### config.mk
export PLATFORM = sky130hd
export DESIGN_NAME = cordic_gain_comp_flat
export DESIGN_NICKNAME = d
export VERILOG_FILES = /design/src/rtl/cordic_gain_comp_if.sv /design/src/rtl/cordic_gain_comp.sv /design/src/flat_wrapper.sv
export SDC_FILE = /design/constraint.sdc
export NUM_CORES = 1
export LEC_CHECK = 0
export CORE_ASPECT_RATIO = 0.75
export CORE_UTILIZATION = 56
export DETAILED_ROUTE_END_ITERATION = 12
export PLACE_DENSITY = 0.84
export SLEW_MARGIN = 20
export SYNTH_ARGS = -nofsm -noshare
export SYNTH_HDL_FRONTEND = slang
export SYNTH_SLANG_ARGS = --single-unit
### constraint.sdc
create_clock -name clk -period 5.7 [get_ports clk]
set_clock_uncertainty 0.2 [all_clocks]
set_input_delay 0.855 -clock clk [delete_from_list [all_inputs] [get_ports clk]]
set_output_delay 0.855 -clock clk [all_outputs]
set_load 0.005 [all_outputs]
### src/rtl/cordic_gain_comp_if.sv
// rtl/cordic_gain_comp_if.sv - sample-in / result-out handshake bundle for cordic_gain_comp
interface cordic_gain_comp_if #(
    parameter int N = 32
);
    logic                in_valid;
    logic                in_ready;
    logic signed [N-1:0] in_x;
    logic signed [N-1:0] in_y;
    logic                out_valid;
    logic                out_ready;
    logic signed [N-1:0] out_x;
    logic signed [N-1:0] out_y;
    logic                busy;

    // Block side: consumes samples, produces corrected results
    modport slave (
        input  in_valid, in_x, in_y, out_ready,
        output in_ready, out_valid, out_x, out_y, busy
    );

    // Environment side: CORDIC stage upstream plus result consumer downstream
    modport master (
        output in_valid, in_x, in_y, out_ready,
        input  in_ready, out_valid, out_x, out_y, busy
    );
endinterface

### src/rtl/cordic_gain_comp.sv
// rtl/cordic_gain_comp.sv - CORDIC gain removal by serial shift-add multiply with K_COEF (optional CORDIC_GAIN_ROUND_EN)
module cordic_gain_comp #(
    parameter int             N      = 32,
    parameter int             FRAC   = 29,
    parameter logic [N-1:0]   K_COEF = 326016437
) (
    input  logic              clk,
    input  logic              rst_n,
    cordic_gain_comp_if.slave bus
);

    // Product of an N-bit signed sample and an N-bit unsigned coefficient,
    // plus a guard bit so the rounding offset can never wrap.
    localparam int AW = 2 * N + 1;
    localparam int CW = $clog2(N);

    localparam logic signed [AW-1:0] SAT_HI = {{(AW-N+1){1'b0}}, {(N-1){1'b1}}};
    localparam logic signed [AW-1:0] SAT_LO = {{(AW-N+1){1'b1}}, {(N-1){1'b0}}};
`ifdef CORDIC_GAIN_ROUND_EN
    localparam logic signed [AW-1:0] RND_HALF = {{(AW-FRAC){1'b0}}, 1'b1, {(FRAC-1){1'b0}}};
`endif

    typedef enum logic [1:0] {
        IDLE = 2'd0,
        BUSY = 2'd1,
        DONE = 2'd2
    } state_t;

    state_t               state;
    state_t               state_nx;
    logic                 accept;
    logic                 last;
    logic [CW-1:0]        cnt;
    logic signed [AW-1:0] lat_x;
    logic signed [AW-1:0] lat_y;
    logic signed [AW-1:0] acc_x;
    logic signed [AW-1:0] acc_y;
    logic signed [AW-1:0] add_x;
    logic signed [AW-1:0] add_y;
    logic signed [AW-1:0] sum_x;
    logic signed [AW-1:0] sum_y;
    logic signed [N-1:0]  out_x_q;
    logic signed [N-1:0]  out_y_q;

    // Drop the fractional bits of the Q-format product and clamp into N bits.
    function automatic logic signed [N-1:0] scale_sat(input logic signed [AW-1:0] acc);
        logic signed [AW-1:0] shifted;
`ifdef CORDIC_GAIN_ROUND_EN
        shifted = (acc + RND_HALF) >>> FRAC;
`else
        shifted = acc >>> FRAC;
`endif
        if (shifted > SAT_HI) begin
            return {1'b0, {(N-1){1'b1}}};
        end else if (shifted < SAT_LO) begin
            return {1'b1, {(N-1){1'b0}}};
        end else begin
            return shifted[N-1:0];
        end
    endfunction

    // in_ready depends only on state and out_ready so upstream valid cannot loop back
    assign bus.in_ready  = (state == IDLE) || ((state == DONE) && bus.out_ready);
    assign accept        = bus.in_valid && bus.in_ready;
    assign last          = (state == BUSY) && (cnt == CW'(N - 1));
    assign bus.busy      = (state == BUSY);
    assign bus.out_valid = (state == DONE);
    assign bus.out_x     = out_x_q;
    assign bus.out_y     = out_y_q;

    // State register
    always_ff @(posedge clk or negedge rst_n) begin
        if (!rst_n) begin
            state <= IDLE;
        end else begin
            state <= state_nx;
        end
    end

    // Next-state: DONE chains straight into BUSY when a new sample is waiting
    always_comb begin
        state_nx = state;
        case (state)
            IDLE: begin
                if (accept) state_nx = BUSY;
            end
            BUSY: begin
                if (last) state_nx = DONE;
            end
            DONE: begin
                if (bus.out_ready) state_nx = accept ? BUSY : IDLE;
            end
            default: state_nx = IDLE;
        endcase
    end

    // Partial product for the current coefficient bit, both lanes in parallel
    always_comb begin
        add_x = '0;
        add_y = '0;
        if (K_COEF[cnt]) begin
            add_x = lat_x <<< cnt;
            add_y = lat_y <<< cnt;
        end
        sum_x = acc_x + add_x;
        sum_y = acc_y + add_y;
    end

    // Datapath: latch on accept, accumulate one bit per cycle, publish on the final bit
    always_ff @(posedge clk or negedge rst_n) begin
        if (!rst_n) begin
            lat_x   <= '0;
            lat_y   <= '0;
            acc_x   <= '0;
            acc_y   <= '0;
            cnt     <= '0;
            out_x_q <= '0;
            out_y_q <= '0;
        end else if (accept) begin
            lat_x <= {{(N+1){bus.in_x[N-1]}}, bus.in_x};
            lat_y <= {{(N+1){bus.in_y[N-1]}}, bus.in_y};
            acc_x <= '0;
            acc_y <= '0;
            cnt   <= '0;
        end else if (state == BUSY) begin
            acc_x <= sum_x;
            acc_y <= sum_y;
            cnt   <= cnt + 1'b1;
            if (last) begin
                out_x_q <= scale_sat(sum_x);
                out_y_q <= scale_sat(sum_y);
            end
        end
    end

endmodule

### src/flat_wrapper.sv
// flat-port wrapper written by rule: the top's interface ports become plain ports
module cordic_gain_comp_flat 
#(
    parameter int             N      = 32,
    parameter int             FRAC   = 29,
    parameter logic [N-1:0]   K_COEF = 326016437
)
  (clk, rst_n, bus_in_valid, bus_in_x, bus_in_y, bus_out_ready, bus_in_ready, bus_out_valid, bus_out_x, bus_out_y, bus_busy);
  cordic_gain_comp_if #(.N(N)) bus_i ();
  input  logic clk;
  input  logic rst_n;
  input wire logic [$bits(bus_i.in_valid)-1:0] bus_in_valid;
  input wire logic [$bits(bus_i.in_x)-1:0] bus_in_x;
  input wire logic [$bits(bus_i.in_y)-1:0] bus_in_y;
  input wire logic [$bits(bus_i.out_ready)-1:0] bus_out_ready;
  output wire logic [$bits(bus_i.in_ready)-1:0] bus_in_ready;
  output wire logic [$bits(bus_i.out_valid)-1:0] bus_out_valid;
  output wire logic [$bits(bus_i.out_x)-1:0] bus_out_x;
  output wire logic [$bits(bus_i.out_y)-1:0] bus_out_y;
  output wire logic [$bits(bus_i.busy)-1:0] bus_busy;
  assign bus_i.in_valid = bus_in_valid;
  assign bus_i.in_x = bus_in_x;
  assign bus_i.in_y = bus_in_y;
  assign bus_i.out_ready = bus_out_ready;
  assign bus_in_ready = bus_i.in_ready;
  assign bus_out_valid = bus_i.out_valid;
  assign bus_out_x = bus_i.out_x;
  assign bus_out_y = bus_i.out_y;
  assign bus_busy = bus_i.busy;
  cordic_gain_comp #(.N(N), .FRAC(FRAC), .K_COEF(K_COEF)) u_core (.clk(clk), .rst_n(rst_n), .bus(bus_i));
endmodule
==> results of run 1 <==
[sequential cells by signal, summed over array words and instances, names as in the netlist]
name	flops
u_core.lat_y	32
u_core.acc_y	65
u_core.state	2
u_core.lat_x	32
u_core.bus.out_y	32
u_core.cnt	5
u_core.bus.out_x	32
u_core.acc_x	65
[worst max-delay path by stage]
stage,cells after the start,start,slack [ns],endpoint
3_3_place_gp,20,u_core.cnt[0],-0.05,u_core.bus.out_y[25]
2_1_floorplan,24,u_core.cnt[0],0.03,u_core.bus.out_y[20]
5_1_grt,24,u_core.cnt[0],-0.09,u_core.bus.out_y[12]
4_1_cts,25,u_core.cnt[0],0.002,u_core.bus.out_y[4]
3_5_place_dp,21,u_core.cnt[0],-0.12,u_core.bus.out_y[4]
6_report,23,u_core.cnt[0],0.05,u_core.bus.out_x[2]
[worst max-delay path: stages, from the launching register on]
cell,delay [ns]
sky130_fd_sc_hd__dfrtp_4,0.53
sky130_fd_sc_hd__inv_4,0.07
sky130_fd_sc_hd__buf_4,0.14
sky130_fd_sc_hd__ha_1,0.19
sky130_fd_sc_hd__mux4_2,0.50
sky130_fd_sc_hd__nor2_4,0.19
sky130_fd_sc_hd__nand4_1,0.23
sky130_fd_sc_hd__buf_4,0.25
sky130_fd_sc_hd__or2_2,0.34
sky130_fd_sc_hd__inv_1,0.07
sky130_fd_sc_hd__ha_1,0.23
sky130_fd_sc_hd__a21oi_2,0.20
sky130_fd_sc_hd__o22ai_2,0.16
sky130_fd_sc_hd__a21oi_4,0.30
sky130_fd_sc_hd__nor3_4,0.10
sky130_fd_sc_hd__o31ai_4,0.42
sky130_fd_sc_hd__o22ai_4,0.14
sky130_fd_sc_hd__a211oi_4,0.31
sky130_fd_sc_hd__o31ai_4,0.13
sky130_fd_sc_hd__xor2_4,0.25
sky130_fd_sc_hd__a31oi_4,0.13
sky130_fd_sc_hd__buf_12,0.17
sky130_fd_sc_hd__buf_12,0.14
sky130_fd_sc_hd__o22ai_1,0.13
[per-stage QoR]
step | TNS, ns | setup slack, ns | utilization | hold WS [ns] | area [sq um]
6_report | 0 | 0.0484 | 0.688 | 0.0504 | 26700
3_5_place_dp | -3.37 | -0.121 | 0.641 | 0.266 | 24900
4_1_cts | 0 | 0.00202 | 0.669 | 0.0872 | 26000
2_1_floorplan | 0 | 0.0275 | - | 0.255 | 22300
5_1_grt | -2.60 | -0.0892 | 0.688 | 0.124 | 26700
3_3_place_gp | -0.654 | -0.0482 | 0.641 | 0.260 | 24900
[placed cells by master, fill, tap and decap left out, types with 24 or more instances in the layout]
master                              n
sky130_fd_sc_hd__nand2_1          550
sky130_fd_sc_hd__dfrtp_1          261
sky130_fd_sc_hd__o21ai_0          231
sky130_fd_sc_hd__nor2_1           217
sky130_fd_sc_hd__a21oi_1          212
sky130_fd_sc_hd__buf_4            170
sky130_fd_sc_hd__clkdlybuf4s50_1  133
sky130_fd_sc_hd__ha_1             124
sky130_fd_sc_hd__nand3_1          109
sky130_fd_sc_hd__o22ai_1           79
sky130_fd_sc_hd__mux2i_1           73
sky130_fd_sc_hd__xnor2_1           67
sky130_fd_sc_hd__xor2_1            50
sky130_fd_sc_hd__a21o_1            47
sky130_fd_sc_hd__inv_1             45
sky130_fd_sc_hd__nand4_1           38
sky130_fd_sc_hd__mux4_2            34
sky130_fd_sc_hd__clkbuf_16         31
sky130_fd_sc_hd__mux2_2            28
sky130_fd_sc_hd__o21bai_1          27
sky130_fd_sc_hd__nor2b_1           24
sky130_fd_sc_hd__nor3_1            24
[routing by layer]
layer	track usage	share of wire
met1	0.578	0.46
met2	0.490	0.39
met3	0.107	0.13
met4	0.0694	0.018
met5	0	0
[timing repair]
item	in CTS	in global routing
gates cloned	0	3
gates resized for setup	12	116
pin swaps	4	39
buffers inserted	2	27
setup endpoints to repair	62	71
[layout make-up]
type	instances	area [sq um]
diodes	1	2.50
clock buffers	31	733
clock inverters	22	290
fillers	3113	12100
inverters	49	186
multi-input cells	2329	15200
flip-flops and latches	265	6640
well taps	512	641
repair buffers	324	2980
[cell families (layout without fill, tap and decap cells)]
group                      after synthesis  after routing
DFF                                    265            265
adders and majority gates              136            136
xor gates and xnor gates               122            122
buffers and inverters                  246            426
other                                    0              1
and+or+nand+nor                       1079           1079
AOI/OAI and AO/OA                      854            854
muxes                                  138            138
==> summary.md, run 1 <==
For the worst-skew pair, the clock arrives at the later sink with an insertion delay of 0.59 ns. The clock buffer count from CTS is 29. Including well taps, the total number of placed cells is 3,447.

The initialized floorplan defines 62 standard-cell rows. The number of enable-type register cells in the synthesized netlist is 0, and the sequential share of the synthesized area is 0.297. In this run the worst path has a maximum fanout of 16. The total overflow left after global routing is 0.

The area growth from synthesis to layout works out to 19.5%. Most frequent cell after synthesis: sky130_fd_sc_hd__nand2_1. The kind of critical path is flip-flop to flip-flop.

The run gives 23,031 as the via count of the routed design. The worst setup path is launched from a flip-flop. The number of cells on the worst reg-to-reg path is 23. The DRC violation count after routing is 0, and the total of buffers placed on input and output ports is 134. The count of antenna-violating nets left after detailed routing is 0, and the proportion of register bits with asynchronous set or reset after synthesis is 1.00. The worst register-to-register path ends at u_core.bus.out_x[2]. The share of cell area taken by muxes after synthesis came out at 0.0825. The number of warnings issued by yosys is 0, and the fraction of final layout cells with drive strength greater than 1 is 0.151. TritonCTS built the clock tree. The basic-gate share of the synthesized area counting and, or, nand and nor cells is 0.210. For the number of endpoints with negative hold slack in the final report, the log shows 0. The largest family of logic cells by synthesized area was compound AO/OA/AOI/OAI gates.

The tools report the maximum number of buffers from clock root to sink as 3. Ranked by total cell area, the synthesized netlist is headed by sky130_fd_sc_hd__dfrtp_1 (30%), sky130_fd_sc_hd__nand2_1 (9.3%), sky130_fd_sc_hd__ha_1 (7.5%). Detailed placement ended at an HPWL of 58,100 microns. The horizontal die dimension was 233 microns; the number of nets at the end of the flow was 3,202. Predominant post-synthesis flop cell: sky130_fd_sc_hd__dfrtp_1. STA classifies the critical path endpoint as a flip-flop.

Clock-pin slew was measured on the worst setup and hold paths at 0.07 ns. The total iterations of the first detailed-routing run is 5, and the final cell count without fillers is 3,533. The top cell type by total area after synthesis was sky130_fd_sc_hd__dfrtp_1.

The flip-flop and latch count after synthesis is 265, and the final setup violation count is 0. The number of top-level pins was 135; the number of antenna violations at the first check in global routing was 1. The tool flagged a number of max-cap violations equal to 0. The die covers 40,700 sq um.

The routed design could run at a clock period as short as 5.65 ns. The count of routing violations after the opening detailed-route iteration is 2,794, and the detailed-route vias per instance is 6.52. The top-area cell type share of the netlist area is 0.297, and the gate count after technology mapping is 2,840. When the netlist entered floorplanning its net count stood at 3,044. Entering global routing, the biggest net connects 122 pins. The core region is 38,800 sq um. Startpoint of the worst-slack reg-to-reg timing path: u_core.cnt[0].

The routed design has 76,800 microns of wire. The run gives 265 as the clock sink count. Worst reg-to-reg setup slack: 0.05 ns. Routability-driven placement finished with a final weighted congestion of 1.08.

The normalized max-slew margin is 0.230, and the number of buffers inserted by hold repair at cts is 0. The synthesized-area fraction occupied by xor and xnor cells is 0.0487. For the data arrival at the endpoint of the critical path, the log shows 5.94 ns. The run finished with clean final reports.

For the via count of the first global-routing pass, the log shows 21,017. The complex-gate fraction of the synthesized area came out at 0.239. The worst hold path class is input pin to async pin.

The master cell of the clock root buffer was sky130_fd_sc_hd__clkbuf_16. The total number of H-tree levels was 1; the post-synthesis average cell area was 7.86 sq um. The run gives 5.99 ns as the critical path data required time.

The height of the chip is 175 microns, and the average detailed-routed wire length per instance is 21.8 microns. The tools report the final count of pins violating max slew as 0. The synthesized-area fraction occupied by adder cells works out to 0.0769. The tools report the number of library cell types mapped by synthesis as 98. The total routing usage reported by global routing is 0.367, and the effective utilization at floorplan is 0.576. The first global-routing pass estimated 118,000 microns of wire. At the pin with the least slew margin, the transition time is 1.15 ns.

In this run the cell area of the synthesized design comes to 22,300 sq um. Ranked by instance count, the synthesized netlist is headed by sky130_fd_sc_hd__nand2_1 (552), sky130_fd_sc_hd__dfrtp_1 (265), sky130_fd_sc_hd__o21ai_0 (248), sky130_fd_sc_hd__a21oi_1 (231), sky130_fd_sc_hd__nor2_1 (224). The part of the cycle the worst path needs is 0.992, and the maximum operating frequency is 177 MHz.
Power of run 1 is left out: the tool's default activity adds up to more than one toggle a clock period on the data nets, which glitch-free logic cannot reach.
==> inputs of run 2 (changes only) <==
TNS_END_PERCENT = 10   (was default)
==> run 2 against run 1 <==
Worst setup slack better by 0.041 ns; critical path depth stayed put; largest cell class unchanged; wire length is 0.15% higher; sequential share of layout area hardly changed; core utilization is 0.071 points lower; via count is 0.36% higher; register-to-register slack better by 0.04 ns; design area is 0.10% lower; worst hold slack worse by 0.0024 ns; global-route usage hardly changed.
==> summary.md, run 2 (same netlist as run 1, synthesis figures left out) <==
The flow ran to the end, and the final reports show no timing, DRC or antenna violations. The final count of pins violating max slew is 0 (unchanged), and the clock sink count is 265 (unchanged). The startpoint class of the critical path is a flip-flop. The run gives 122 (unchanged) as the largest net degree at the start of global routing. Total number of H-tree levels: 1 (unchanged). The count of routing violations after the opening detailed-route iteration came out at 2,806 (+0.43%). The number of placement rows is 62 (unchanged), and the aggregate global routing overflow is 0 (unchanged). The shortest clock period the worst path allows after layout was 5.61 ns (-0.0411 ns). CTS placed an instance of sky130_fd_sc_hd__clkbuf_16 at the clock tree root. On the critical path, the stage with the largest delay is an instance of sky130_fd_sc_hd__dfrtp_4. The logs give 178 MHz (+0.73%) for the maximum operating frequency and 24,900 sq um (unchanged) for the post-placement cell area. Dominant cell type by count on the critical path: sky130_fd_sc_hd__buf_4. The path class of the tightest hold or removal check is input pin to async pin. The critical path data required time was 5.99 ns (about the same). The run gives 0 (unchanged) as the final setup violation count. For the reported max-cap violation count, the log shows 0 (unchanged). The source-to-sink clock delay at the later pin of the worst-skew pair is 0.58 ns (about the same), and the number of nets at the end of the flow is 3,198 (-0.12%).

For the total iterations of the first detailed-routing run, the log shows 6 (+1). The logs give 0.687 (-0.000709) for the utilization after layout and 0.576 (unchanged) for the effective utilization at floorplan. The peak per-stage delay on the critical path is 0.54 ns (about the same), and the number of endpoints with negative hold slack in the final report is 0 (unchanged). The total of buffers placed on input and output ports works out to 134 (unchanged).

The DRC violation count after routing was 0 (unchanged). The via count of the routed design came out at 23,114 (+0.36%). The area occupied by multi-input gates is 15,200 sq um (about the same), and the global-route wire length before repair is 118,000 microns (about the same). The slew at the pin closest to its max-slew limit came out at 1.15 ns (+0.00146 ns). Traced cell by cell, the critical path runs through inv_4, buf_4, ha_1, mux4_2, nor2_4, nand4_1, buf_4, or2_2, inv_1, ha_1, a21oi_2, o22ai_2, a21oi_4, nor3_4, o31ai_4, o22ai_4, a211oi_4, o31ai_4, xor2_4, a31oi_4, buf_12, buf_4, o22ai_1.

Leaving out fill and tap cells, the most frequent cells in the layout are sky130_fd_sc_hd__nand2_1 (550), sky130_fd_sc_hd__dfrtp_1 (261), sky130_fd_sc_hd__o21ai_0 (233). Count of antenna-violating nets left after detailed routing: 0 (unchanged). The logs give 0.367 (about the same) for the total routing usage reported by global routing and 0.229 (-0.000975) for the normalized max-slew margin. The routability congestion estimate from global placement is 1.08 (unchanged), and the critical-path maximum fanout is 16 (unchanged). The part of the cycle the worst path needs came out at 0.984 (-0.00722). The average detailed-routed wire length per instance works out to 21.8 microns (+0.26%). The run gives 135 (unchanged) as the number of top-level pins. The run gives 38,800 sq um (unchanged) as the core area. The fraction of final layout cells with drive strength greater than 1 was 0.150 (-0.00113); the setup slack at placement was -0.121 ns (unchanged).

The run gives 6640 sq um (unchanged) as the footprint of the flip-flops and latches. The height of the chip was 175 microns (unchanged); the total negative slack for setup checks was 0 ns (unchanged). Detailed-route vias per instance: 6.55 (+0.47%). The worst setup path is captured at a flip-flop. The maximum number of buffers from clock root to sink came out at 3 (unchanged). The via count of the first global-routing pass was 21,001 (-0.076%). The worst setup path is of the flip-flop to flip-flop kind. In the final layout, the registers with the most flip-flops are u_core.acc_x x65, u_core.acc_y x65. TritonCTS built the clock tree. The run gives 0.0895 ns (+0.0411 ns) as the setup slack after layout. The post-route standard cell area excluding fillers is 26,700 sq um (-0.10%), and the sum of routed wire length over all layers is 77,000 microns (+0.15%). Setup repair after global routing could not meet its margin everywhere. The clock-pin slew on the worst setup and hold paths is 0.07 ns (about the same).

Clock buffer count from CTS: 29 (unchanged). The run gives 40,700 sq um (unchanged) as the die outline area. The horizontal die dimension was 233 microns (unchanged); the area growth from synthesis to layout was 19.4%.

The data arrival at the endpoint of the critical path is 5.90 ns (-0.04 ns). The most common cell after layout, fill and taps aside is sky130_fd_sc_hd__nand2_1. The worst reg-to-reg setup slack is 0.09 ns (+0.04 ns). The tools report the number of fill cells in the layout as 3,125 (+0.39%). The HPWL after detailed placement is 58,100 microns (unchanged).

Number of antenna violations at the first check in global routing: 1 (unchanged). The run gives 0 (unchanged) as the number of buffers inserted by hold repair at cts.
==> run 2: changes by cell type in the layout (fill, tap and decap cells not counted), moves of 2 or more <==
cell                      delta
sky130_fd_sc_hd__buf_4       -4
sky130_fd_sc_hd__a21oi_1     -2
sky130_fd_sc_hd__a21oi_2     +2
sky130_fd_sc_hd__o21ai_0     +2
==> run 2: critical path: cells and delay by family (launching register included) <==
family,cells,cell delay (ns)
compound gates,9,1.93
buf+inv,6,0.83
simple gates,4,0.82
flops,1,0.54
mux,1,0.50
fa+ha+maj,2,0.42
xor+xnor,1,0.26
==> run 2: what timing repair did <==
item,4_1_cts,5_1_grt
resized for setup,12,116
setup buffers,1,24
setup endpoints to repair,62,71
gates cloned,0,3
hold endpoints to repair,0,0
pin swaps,3,38
==> run 2: worst paths after layout <==
| path | to | depth (start not counted) | startpoint |
|---|---|---|---|
| max reg2reg | u_core.bus.out_x[17] | 23 | u_core.cnt[0] |
| max | u_core.bus.out_x[17] | 23 | u_core.cnt[0] |
| max in group asynchronous | u_core.cnt[2] | 2 | rst_n |
| min reg2reg | u_core.bus.out_x[31] | 2 | u_core.bus.out_x[31] |
| min in group clk | u_core.bus.out_x[31] | 2 | u_core.bus.out_x[31] |
| min | u_core.bus.out_x[2] | 1 | rst_n |
==> run 2: routing by layer <==
metal  vias to the layer above  global-route usage  part of all wire
li1                      10493                   -                 -
met1                     11101               0.579              0.45
met2                      1406               0.490              0.40
met3                       114               0.105              0.13
met4                         0              0.0694             0.019
met5                         -                   0                 0
==> run 2: cell type report <==
| cell class | instances | share of cell area |
|---|---|---|
| Antenna cell | 1 | 0.0000939 |
| Clock buffer | 31 | 0.0275 |
| Clock inverter | 22 | 0.0109 |
| Inverter | 49 | 0.00699 |
| Multi-Input combinational cell | 2329 | 0.571 |
| Sequential cell | 265 | 0.249 |
| Tap cell | 512 | 0.0240 |
| Timing Repair Buffer | 320 | 0.111 |
==> run 2: stage by stage <==
| stage | std cells | hold WS (ns) |
|---|---|---|
| 2_1_floorplan | 2840 | 0.255 |
| 3_3_place_gp | 3447 | 0.260 |
| 3_5_place_dp | 3447 | 0.266 |
| 4_1_cts | 3501 | 0.0872 |
| 5_1_grt | 3528 | 0.124 |
| 6_report | 3529 | 0.0479 |
Power of run 2 is left out for the same reason.
